$ cat src/rtl/dcache_pkg.sv
// dcache_pkg: shared types for the write-back data cache.
//   dcache_state_t   : controller FSM states
//   dcache_op_t      : latched request kind (read / write)
//   addr_field_width : offset, index and tag widths derived from the cache parameters
package dcache_pkg;

   typedef enum logic [2:0] {
      StIdle,
      StLookup,
      StWriteback,
      StRefill,
      StRespond
   } dcache_state_t;

   typedef enum logic {
      OpRead,
      OpWrite
   } dcache_op_t;

   typedef enum logic [1:0] {
      FieldOffset,
      FieldIndex,
      FieldTag
   } addr_field_t;

   // Address layout, MSB to LSB: tag | set index | byte offset.
   function automatic int unsigned addr_field_width(
      input addr_field_t field,
      input int unsigned addr_bits,
      input int unsigned num_blocks,
      input int unsigned num_ways,
      input int unsigned block_size
   );
      int unsigned off_w;
      int unsigned idx_w;
      off_w = $clog2(block_size);
      idx_w = $clog2(num_blocks / num_ways);
      case (field)
         FieldOffset: return off_w;
         FieldIndex:  return idx_w;
         default:     return addr_bits - idx_w - off_w;
      endcase
   endfunction

endpackage

$ cat src/rtl/dcache_wb_rr_arbiter.sv
// rr_arbiter: round-robin arbiter. The search starts one past the last consumer granted
// with advance high.
//   clk, reset : clock, asynchronous active-high reset (pointer -> 0)
//   req        : request vector
//   advance    : accept the current grant and move the pointer past it
//   grant      : one-hot grant (all zero when no request)
//   grant_idx  : encoded index of the granted consumer
module rr_arbiter #(
   parameter int unsigned NUM_CONSUMERS = 8,
   localparam int unsigned IdxW = (NUM_CONSUMERS > 1) ? $clog2(NUM_CONSUMERS) : 1
) (
   input  logic                     clk,
   input  logic                     reset,
   input  logic [NUM_CONSUMERS-1:0] req,
   input  logic                     advance,
   output logic [NUM_CONSUMERS-1:0] grant,
   output logic [IdxW-1:0]          grant_idx
);

   logic [IdxW-1:0] ptr_q, ptr_d;
   int unsigned     cand;
   logic            found;

   always_comb begin
      grant     = '0;
      grant_idx = '0;
      found     = 1'b0;
      cand      = 0;
      for (int unsigned i = 0; i < NUM_CONSUMERS; i++) begin
         cand = (32'(ptr_q) + i) % NUM_CONSUMERS;
         if (!found && req[cand]) begin
            found       = 1'b1;
            grant[cand] = 1'b1;
            grant_idx   = IdxW'(cand);
         end
      end
   end

   always_comb begin
      ptr_d = ptr_q;
      if (advance && found) begin
         ptr_d = (grant_idx == IdxW'(NUM_CONSUMERS - 1)) ? '0 : grant_idx + 1'b1;
      end
   end

   always_ff @(posedge clk or posedge reset) begin
      if (reset) ptr_q <= '0;
      else       ptr_q <= ptr_d;
   end

endmodule

$ cat src/rtl/dcache_wb.sv
// dcache_wb: set-associative, write-back, write-allocate data cache shared by NUM_CONSUMERS
// LSUs. One request is served at a time; misses write back a dirty victim byte-by-byte and
// then refill the block over one memory channel.
//   clk, reset                : clock, asynchronous active-high reset
//   consumer_read_*           : per-LSU read request (valid/address) and response (ready/data)
//   consumer_write_*          : per-LSU write request (valid/address/data) and ready
//   mem_read_*                : refill beat request (valid/address) and return (ready/data)
//   mem_write_*               : writeback beat (valid/address/data) and ready
//   hit/miss/writeback_count  : performance counters
// Build option: define DCACHE_PERF_COUNTERS_EN to implement the counters; otherwise they
// read 0.
module dcache_wb
   import dcache_pkg::*;
#(
   parameter int unsigned ADDR_BITS        = 8,
   parameter int unsigned DATA_BITS        = 8,
   parameter int unsigned NUM_CONSUMERS    = 8,
   parameter int unsigned NUM_BLOCKS       = 8,
   parameter int unsigned NUM_WAYS         = 2,
   parameter int unsigned CACHE_BLOCK_SIZE = 4
) (
   input  logic                                    clk,
   input  logic                                    reset,
   input  logic [NUM_CONSUMERS-1:0]                consumer_read_valid,
   input  logic [NUM_CONSUMERS-1:0][ADDR_BITS-1:0] consumer_read_address,
   output logic [NUM_CONSUMERS-1:0]                consumer_read_ready,
   output logic [NUM_CONSUMERS-1:0][DATA_BITS-1:0] consumer_read_data,
   input  logic [NUM_CONSUMERS-1:0]                consumer_write_valid,
   input  logic [NUM_CONSUMERS-1:0][ADDR_BITS-1:0] consumer_write_address,
   input  logic [NUM_CONSUMERS-1:0][DATA_BITS-1:0] consumer_write_data,
   output logic [NUM_CONSUMERS-1:0]                consumer_write_ready,
   output logic                                    mem_read_valid,
   output logic [ADDR_BITS-1:0]                    mem_read_address,
   input  logic                                    mem_read_ready,
   input  logic [DATA_BITS-1:0]                    mem_read_data,
   output logic                                    mem_write_valid,
   output logic [ADDR_BITS-1:0]                    mem_write_address,
   output logic [DATA_BITS-1:0]                    mem_write_data,
   input  logic                                    mem_write_ready,
   output logic [31:0]                             hit_count,
   output logic [31:0]                             miss_count,
   output logic [31:0]                             writeback_count
);

   localparam int unsigned NumSets = NUM_BLOCKS / NUM_WAYS;
   localparam int unsigned OffW =
      addr_field_width(FieldOffset, ADDR_BITS, NUM_BLOCKS, NUM_WAYS, CACHE_BLOCK_SIZE);
   localparam int unsigned IdxW =
      addr_field_width(FieldIndex, ADDR_BITS, NUM_BLOCKS, NUM_WAYS, CACHE_BLOCK_SIZE);
   localparam int unsigned TagW =
      addr_field_width(FieldTag, ADDR_BITS, NUM_BLOCKS, NUM_WAYS, CACHE_BLOCK_SIZE);
   localparam int unsigned WayW = (NUM_WAYS > 1) ? $clog2(NUM_WAYS) : 1;
   localparam int unsigned CidW = (NUM_CONSUMERS > 1) ? $clog2(NUM_CONSUMERS) : 1;

   dcache_state_t                    state_q, state_d;
   dcache_op_t                       op_q, op_d;
   logic [CidW-1:0]                  cid_q, cid_d;
   logic [ADDR_BITS-1:0]             addr_q, addr_d;
   logic [DATA_BITS-1:0]             wdata_q, wdata_d;
   logic [DATA_BITS-1:0]             rdata_q, rdata_d;
   logic [WayW-1:0]                  way_q, way_d;
   logic [OffW-1:0]                  beat_q, beat_d;
   logic                             refilled_q, refilled_d;
   logic [NUM_CONSUMERS-1:0]         rd_ready_q, rd_ready_d, wr_ready_q, wr_ready_d;
   logic                             mem_rvalid_q, mem_rvalid_d, mem_wvalid_q, mem_wvalid_d;
   logic [ADDR_BITS-1:0]             mem_raddr_q, mem_raddr_d, mem_waddr_q, mem_waddr_d;
   logic [DATA_BITS-1:0]             mem_wdata_q, mem_wdata_d;
   logic [NumSets-1:0][NUM_WAYS-1:0] valid_q, valid_d, dirty_q, dirty_d;
   logic [NumSets-1:0][WayW-1:0]     vptr_q, vptr_d;

   // Block storage is not reset; valid bits gate every use of it.
   logic [DATA_BITS-1:0] data_mem [NUM_WAYS][NumSets][CACHE_BLOCK_SIZE];
   logic [TagW-1:0]      tag_mem  [NUM_WAYS][NumSets];

   logic                 data_we, tag_we;
   logic [WayW-1:0]      data_way;
   logic [OffW-1:0]      data_off;
   logic [DATA_BITS-1:0] data_wdata;

   logic [OffW-1:0] req_off;
   logic [IdxW-1:0] req_set;
   logic [TagW-1:0] req_tag;
   logic            hit, inv_found;
   logic [WayW-1:0] hit_way, inv_way;
   logic            cnt_hit, cnt_miss, cnt_wb;

   logic [NUM_CONSUMERS-1:0] arb_req, arb_grant;
   logic [CidW-1:0]          arb_idx;
   logic                     arb_advance;

   assign req_off = addr_q[OffW-1:0];
   assign req_set = addr_q[OffW +: IdxW];
   assign req_tag = addr_q[ADDR_BITS-1 -: TagW];

   // A consumer still being acknowledged is not eligible again until its ready drops.
   assign arb_req = (consumer_read_valid | consumer_write_valid) & ~(rd_ready_q | wr_ready_q);

   rr_arbiter #(
      .NUM_CONSUMERS(NUM_CONSUMERS)
   ) u_arb (
      .clk      (clk),
      .reset    (reset),
      .req      (arb_req),
      .advance  (arb_advance),
      .grant    (arb_grant),
      .grant_idx(arb_idx)
   );

   always_comb begin
      hit       = 1'b0;
      hit_way   = '0;
      inv_found = 1'b0;
      inv_way   = '0;
      for (int unsigned w = 0; w < NUM_WAYS; w++) begin
         if (valid_q[req_set][w] && (tag_mem[w][req_set] == req_tag)) begin
            hit     = 1'b1;
            hit_way = WayW'(w);
         end
         if (!valid_q[req_set][w] && !inv_found) begin
            inv_found = 1'b1;
            inv_way   = WayW'(w);
         end
      end
   end

   always_comb begin
      state_d      = state_q;
      op_d         = op_q;
      cid_d        = cid_q;
      addr_d       = addr_q;
      wdata_d      = wdata_q;
      rdata_d      = rdata_q;
      way_d        = way_q;
      beat_d       = beat_q;
      refilled_d   = refilled_q;
      rd_ready_d   = rd_ready_q;
      wr_ready_d   = wr_ready_q;
      mem_rvalid_d = mem_rvalid_q;
      mem_raddr_d  = mem_raddr_q;
      mem_wvalid_d = mem_wvalid_q;
      mem_waddr_d  = mem_waddr_q;
      mem_wdata_d  = mem_wdata_q;
      valid_d      = valid_q;
      dirty_d      = dirty_q;
      vptr_d       = vptr_q;
      data_we      = 1'b0;
      data_way     = way_q;
      data_off     = beat_q;
      data_wdata   = mem_read_data;
      tag_we       = 1'b0;
      arb_advance  = 1'b0;
      cnt_hit      = 1'b0;
      cnt_miss     = 1'b0;
      cnt_wb       = 1'b0;

      unique case (state_q)
         StIdle: begin
            if (|arb_grant) begin
               arb_advance = 1'b1;
               cid_d       = arb_idx;
               wdata_d     = consumer_write_data[arb_idx];
               refilled_d  = 1'b0;
               state_d     = StLookup;
               // A consumer raising both valids gets its read served first.
               if (consumer_read_valid[arb_idx]) begin
                  op_d   = OpRead;
                  addr_d = consumer_read_address[arb_idx];
               end else begin
                  op_d   = OpWrite;
                  addr_d = consumer_write_address[arb_idx];
               end
            end
         end

         StLookup: begin
            if (hit) begin
               if (op_q == OpRead) begin
                  rdata_d = data_mem[hit_way][req_set][req_off];
               end else begin
                  data_we                   = 1'b1;
                  data_way                  = hit_way;
                  data_off                  = req_off;
                  data_wdata                = wdata_q;
                  dirty_d[req_set][hit_way] = 1'b1;
               end
               cnt_hit = !refilled_q;
               state_d = StRespond;
            end else begin
               cnt_miss = 1'b1;
               beat_d   = '0;
               way_d    = inv_found ? inv_way : vptr_q[req_set];
               // With no invalid way the victim is always valid; only dirty matters.
               if (!inv_found && dirty_q[req_set][vptr_q[req_set]]) state_d = StWriteback;
               else                                                  state_d = StRefill;
            end
         end

         StWriteback: begin
            if (!mem_wvalid_q) begin
               mem_wvalid_d = 1'b1;
               mem_waddr_d  = {tag_mem[way_q][req_set], req_set, beat_q};
               mem_wdata_d  = data_mem[way_q][req_set][beat_q];
            end else if (mem_write_ready) begin
               mem_wvalid_d = 1'b0;
               beat_d       = beat_q + 1'b1;
               if (beat_q == OffW'(CACHE_BLOCK_SIZE - 1)) begin
                  cnt_wb  = 1'b1;
                  state_d = StRefill;
               end
            end
         end

         StRefill: begin
            if (!mem_rvalid_q) begin
               mem_rvalid_d = 1'b1;
               mem_raddr_d  = {req_tag, req_set, beat_q};
            end else if (mem_read_ready) begin
               mem_rvalid_d = 1'b0;
               data_we      = 1'b1;
               beat_d       = beat_q + 1'b1;
               if (beat_q == OffW'(CACHE_BLOCK_SIZE - 1)) begin
                  tag_we                  = 1'b1;
                  valid_d[req_set][way_q] = 1'b1;
                  dirty_d[req_set][way_q] = 1'b0;
                  vptr_d[req_set] = (vptr_q[req_set] == WayW'(NUM_WAYS - 1)) ?
                                    '0 : vptr_q[req_set] + 1'b1;
                  refilled_d      = 1'b1;
                  state_d         = StLookup;
               end
            end
         end

         StRespond: begin
            if (op_q == OpRead) begin
               if (!rd_ready_q[cid_q]) begin
                  rd_ready_d[cid_q] = 1'b1;
               end else if (!consumer_read_valid[cid_q]) begin
                  rd_ready_d = '0;
                  state_d    = StIdle;
               end
            end else begin
               if (!wr_ready_q[cid_q]) begin
                  wr_ready_d[cid_q] = 1'b1;
               end else if (!consumer_write_valid[cid_q]) begin
                  wr_ready_d = '0;
                  state_d    = StIdle;
               end
            end
         end

         default: state_d = StIdle;
      endcase
   end

   always_ff @(posedge clk or posedge reset) begin
      if (reset) begin
         state_q      <= StIdle;
         op_q         <= OpRead;
         cid_q        <= '0;
         addr_q       <= '0;
         wdata_q      <= '0;
         rdata_q      <= '0;
         way_q        <= '0;
         beat_q       <= '0;
         refilled_q   <= 1'b0;
         rd_ready_q   <= '0;
         wr_ready_q   <= '0;
         mem_rvalid_q <= 1'b0;
         mem_raddr_q  <= '0;
         mem_wvalid_q <= 1'b0;
         mem_waddr_q  <= '0;
         mem_wdata_q  <= '0;
         valid_q      <= '0;
         dirty_q      <= '0;
         vptr_q       <= '0;
      end else begin
         state_q      <= state_d;
         op_q         <= op_d;
         cid_q        <= cid_d;
         addr_q       <= addr_d;
         wdata_q      <= wdata_d;
         rdata_q      <= rdata_d;
         way_q        <= way_d;
         beat_q       <= beat_d;
         refilled_q   <= refilled_d;
         rd_ready_q   <= rd_ready_d;
         wr_ready_q   <= wr_ready_d;
         mem_rvalid_q <= mem_rvalid_d;
         mem_raddr_q  <= mem_raddr_d;
         mem_wvalid_q <= mem_wvalid_d;
         mem_waddr_q  <= mem_waddr_d;
         mem_wdata_q  <= mem_wdata_d;
         valid_q      <= valid_d;
         dirty_q      <= dirty_d;
         vptr_q       <= vptr_d;
      end
   end

   always_ff @(posedge clk) begin
      if (data_we) data_mem[data_way][req_set][data_off] <= data_wdata;
      if (tag_we)  tag_mem[way_q][req_set] <= req_tag;
   end

   always_comb begin
      for (int unsigned i = 0; i < NUM_CONSUMERS; i++) begin
         consumer_read_data[i] = rd_ready_q[i] ? rdata_q : '0;
      end
   end

   assign consumer_read_ready  = rd_ready_q;
   assign consumer_write_ready = wr_ready_q;
   assign mem_read_valid       = mem_rvalid_q;
   assign mem_read_address     = mem_raddr_q;
   assign mem_write_valid      = mem_wvalid_q;
   assign mem_write_address    = mem_waddr_q;
   assign mem_write_data       = mem_wdata_q;

`ifdef DCACHE_PERF_COUNTERS_EN
   logic [31:0] hit_cnt_q, miss_cnt_q, wb_cnt_q;

   always_ff @(posedge clk or posedge reset) begin
      if (reset) begin
         hit_cnt_q  <= '0;
         miss_cnt_q <= '0;
         wb_cnt_q   <= '0;
      end else begin
         if (cnt_hit)  hit_cnt_q  <= hit_cnt_q + 32'd1;
         if (cnt_miss) miss_cnt_q <= miss_cnt_q + 32'd1;
         if (cnt_wb)   wb_cnt_q   <= wb_cnt_q + 32'd1;
      end
   end

   assign hit_count       = hit_cnt_q;
   assign miss_count      = miss_cnt_q;
   assign writeback_count = wb_cnt_q;
`else
   logic unused_cnt;
   assign unused_cnt      = ^{cnt_hit, cnt_miss, cnt_wb};
   assign hit_count       = '0;
   assign miss_count      = '0;
   assign writeback_count = '0;
`endif

endmodule
$ cat config.mk
export PLATFORM = sky130hd
export DESIGN_NAME = dcache_wb
export DESIGN_NICKNAME = d
export VERILOG_FILES = /design/src/rtl/dcache_pkg.sv /design/src/rtl/dcache_wb_rr_arbiter.sv /design/src/rtl/dcache_wb.sv
export SDC_FILE = /design/constraint.sdc
export NUM_CORES = 1
export LEC_CHECK = 0
export CAP_MARGIN = 20
export CORE_MARGIN = 1.5
export CORE_UTILIZATION = 45
export DETAILED_ROUTE_END_ITERATION = 16
export PLACE_DENSITY = 0.74
export SLEW_MARGIN = 20
export SYNTH_ARGS = -nofsm -noshare
export SYNTH_HDL_FRONTEND = slang
export SYNTH_SLANG_ARGS = --single-unit
$ cat constraint.sdc
create_clock -name clk -period 3.92 [get_ports clk]
set_clock_uncertainty 0.2 [all_clocks]
set_input_delay 0.588 -clock clk [delete_from_list [all_inputs] [get_ports clk]]
set_output_delay 0.588 -clock clk [all_outputs]
set_load 0.005 [all_outputs]
==> run metrics <==
Routed WL per cell 24.6 um; vias per cell between 5 and 6; worst hold endpoint valid_q[7]$_DFFE_PP0P_; Critical-path top delay cell mux4_2; worst-margin pin slew a little over 900 ps; hpwl dp about 47,000 um; slowest stage delay, CP 490 ps; Tot Pwr 25.5 mW; final worst slack -252 ps; Max Freq 240 MHz; row cnt 78; via count 16.1k; multi-input logic area 0.00947 mm2; clock-pin transition on the worst setup and hold timing paths 60 ps; max_cap viols 0; CTS HTree Levels 2; Setup violations, final 17; sequential fraction of the synthesis area 53.5%; synth warn 0; CP Capture Type register; reg2reg path depth 15; hold depth 1; worst hold start valid_q[7]$_DFFE_PP0P_; IO Port Bufs 325; Area growth, synth to finish 36.4%; Gate Count Post-Synth ~1.6k; DRT antenna net count 0; Hold Crit Class reg -> reg; Synth top area share between 40 and 50%; Crit path top cell by count buf_4; die width 218 um; Crit Path Category in -> reg; first-pass GRT wire length 98,200 um; run status complete, but fails checks; largest net degree at the start of global routing about 100; commonest non-fill, non-tap cell in the layout clkdlybuf4s50_1; power per cell area 899 mW/mm2; number of global-route vias before repair 15.7k; reg-to-reg startpoint u_arb.ptr_q[1]$_DFFE_PP0P_; min cycle time layout 4170 ps; gr ovfl total 0; EDFF count, synth 288; Avg Synthesized Cell Area ~13 um2; Tot GR Track Use 27.5%; CTS Buf Count 43; Ports 422; total core area 0.0455 mm2; hold_ws 271 ps; Leak 10.6 nW; drt pass-1 iters 5; async set or reset register ratio after synthesis 25.6%; Reg2Reg Setup Slack -240 ps; #FFs+latches synth just under 400; Final #Nets ~2.4k; worst path cell trace clkdlybuf4s50_1 -> nor2_2 -> buf_4 -> nor3_1 -> mux4_2 -> mux2_2 -> nor2_1 -> a22oi_2 -> buf_4 -> o32a_4 -> bufbuf_16 -> nor3_1 -> a2111oi_4 -> buf_4 -> o21ai_4 -> o211ai_1; Remaining DRCs 0; Rel. slew slack between 30% and 40%; Total Die Area 0.0475 mm2; Critical Path Fanout Max 13; Fillers approximately 3.4k; CTS hold repair buffers 0; share of layout cells above drive strength 1 about 27%; CP top delay family buffers and inverters; reg2reg end addr_q[2]$_DFFE_PP0P_; RSZ-0062 raised after global routing yes; final design utilization between 60% and 70%; Fin. Hold Viols 0; Reg area 0.0111 mm2; commonest non-fill, non-tap cells in the layout clkdlybuf4s50_1 (320), edfxtp_1 (288), buf_4 (187); initial DRC count between 1.5k and 2k; failing checks setup timing; initial antenna violation count 2; Initial Util 45.7%; setup TNS -1730 ps; crit path buf inv count 5; top post-synthesis cells by area edfxtp_1 (42%), dfrtp_1 (12%), mux4_2 (12%); critical path arrival 4380 ps; Placer Congestion just under 0.9; Critical Path RT 4130 ps; CTS Buffer Depth 3; clk sinks 387; clk_lat worst skew 560 ps; Clock Tree Root clkbuf_16; Post-synth top flop edfxtp_1; VDD IR-drop max 0.000732 V; synth unique cells 82; Yosys top cell by area edfxtp_1; synthesized area approximately 0.021 mm2; Slew Limit Fails 0; Final Cycle Share 106%; CTS tree done; ant diodes 0; Die Ht 218 um; Worst Setup Start Kind primary input; Routed WL 67,800 um
what timing repair did:
item	CTS	global route
pin swaps	24	20
gates cloned	4	1
setup endpoints to repair	74	341
buffers inserted	13	16
resized for setup	89	77
cell families after synthesis:
| family | after synthesis | synth area share (%) |
|---|---|---|
| AOI/OAI and AO/OA | 268 | 8.58 |
| DFF | 387 | 53.5 |
| adders and majority gates | 9 | 0.541 |
| and+or+nand+nor | 464 | 11.3 |
| buffers and inverters | 224 | 6.33 |
| xor gates and xnor gates | 15 | 0.632 |
| other | 1 | 0.0180 |
| muxes | 253 | 19.1 |
flip-flops by register name, summed over array words and instances, names as in the netlist:
register and flops:
data_mem 256, tag_mem 32, addr_q 8, consumer_read_ready 8, consumer_write_ready 8, dirty_q 8, mem_read_address 8, mem_write_address 8
mem_write_data 8, rdata_q 8, valid_q 8, wdata_q 8, vptr_q 4, cid_q 3, state_q 3, u_arb.ptr_q 3
beat_q 2, mem_read_valid 1, mem_write_valid 1, op_q 1, way_q 1
layout make-up:
type / instances / area share (%)
multi-input cells: 1107 / 33.4
clock inverters: 29 / 0.909
inverters: 23 / 0.348
flip-flops and latches: 387 / 39.3
well taps: 600 / 2.65
clock buffers: 51 / 3.97
repair buffers: 563 / 19.5
worst max-delay path by stage:
stage,start,endpoint,slack (ps),cells after the start
CTS,u_arb.ptr_q[1]$_DFFE_PP0P_,addr_q[2]$_DFFE_PP0P_,-130,14
global route,consumer_read_valid[2],addr_q[2]$_DFFE_PP0P_,-280,15
detailed placement,consumer_read_valid[0],addr_q[2]$_DFFE_PP0P_,-860,14
global placement,consumer_read_valid[7],addr_q[2]$_DFFE_PP0P_,-840,16
floorplan,u_arb.ptr_q[1]$_DFFE_PP0P_,u_arb.ptr_q[2]$_DFFE_PP0P_,-130,19
finish,consumer_write_valid[5],addr_q[2]$_DFFE_PP0P_,-250,16
synthesized netlist by cell type (5+ instances only):
| library cell | n |
|---|---|
| dfrtp_1 | 99 |
| buf_2 | 11 |
| buf_4 | 101 |
| xnor2_1 | 11 |
| nor4_1 | 14 |
| nor3_1 | 36 |
| a22o_1 | 7 |
| edfxtp_1 | 288 |
| nor2b_1 | 24 |
| mux4_2 | 109 |
| ha_1 | 9 |
| buf_1 | 16 |
| nor2_1 | 130 |
| nand2b_1 | 10 |
| o31ai_1 | 5 |
| and3_1 | 19 |
| and2_1 | 70 |
| a211o_1 | 8 |
| a21oi_1 | 61 |
| a211oi_1 | 10 |
| a31oi_1 | 26 |
| nor3b_1 | 17 |
| nand2_1 | 100 |
| a21o_1 | 10 |
| or2_2 | 9 |
| clkbuf_1 | 63 |
| buf_6 | 9 |
| nand3_1 | 9 |
| inv_1 | 19 |
| o211ai_1 | 10 |
| mux2_2 | 42 |
| a22oi_1 | 13 |
| mux2i_1 | 98 |
| a221oi_1 | 8 |
| o21ai_0 | 45 |
| o21ai_1 | 15 |
| a2111oi_0 | 16 |
power by group:
part / internal, mW / total (mW) / switching (mW) / leakage (nW)
sequential: 4.97 / 5.59 / 0.617 / 3.81
combinational: 8.25 / 15.9 / 7.69 / 6.15
clock: 2.32 / 3.98 / 1.66 / 0.665
through the flow:
step | setup slack [ps] | instances | area (um2)
after floorplan | -125 | 1716 | 21300
after global placement | -841 | 2650 | 25900
after detailed placement | -865 | 2650 | 25900
after CTS | -131 | 2744 | 27800
after global routing | -276 | 2760 | 28400
final | -252 | 2760 | 28400
metal layers:
layer,global-route usage [%],wire length (um),vias up
met1,38.0,27300,8046
met2,44.1,32400,904
met4,9.06,2210,2
li1,-,-,7014
met3,4.95,5950,151
met5,0,12,-
Note: power is estimated with default switching activity, not from simulation.
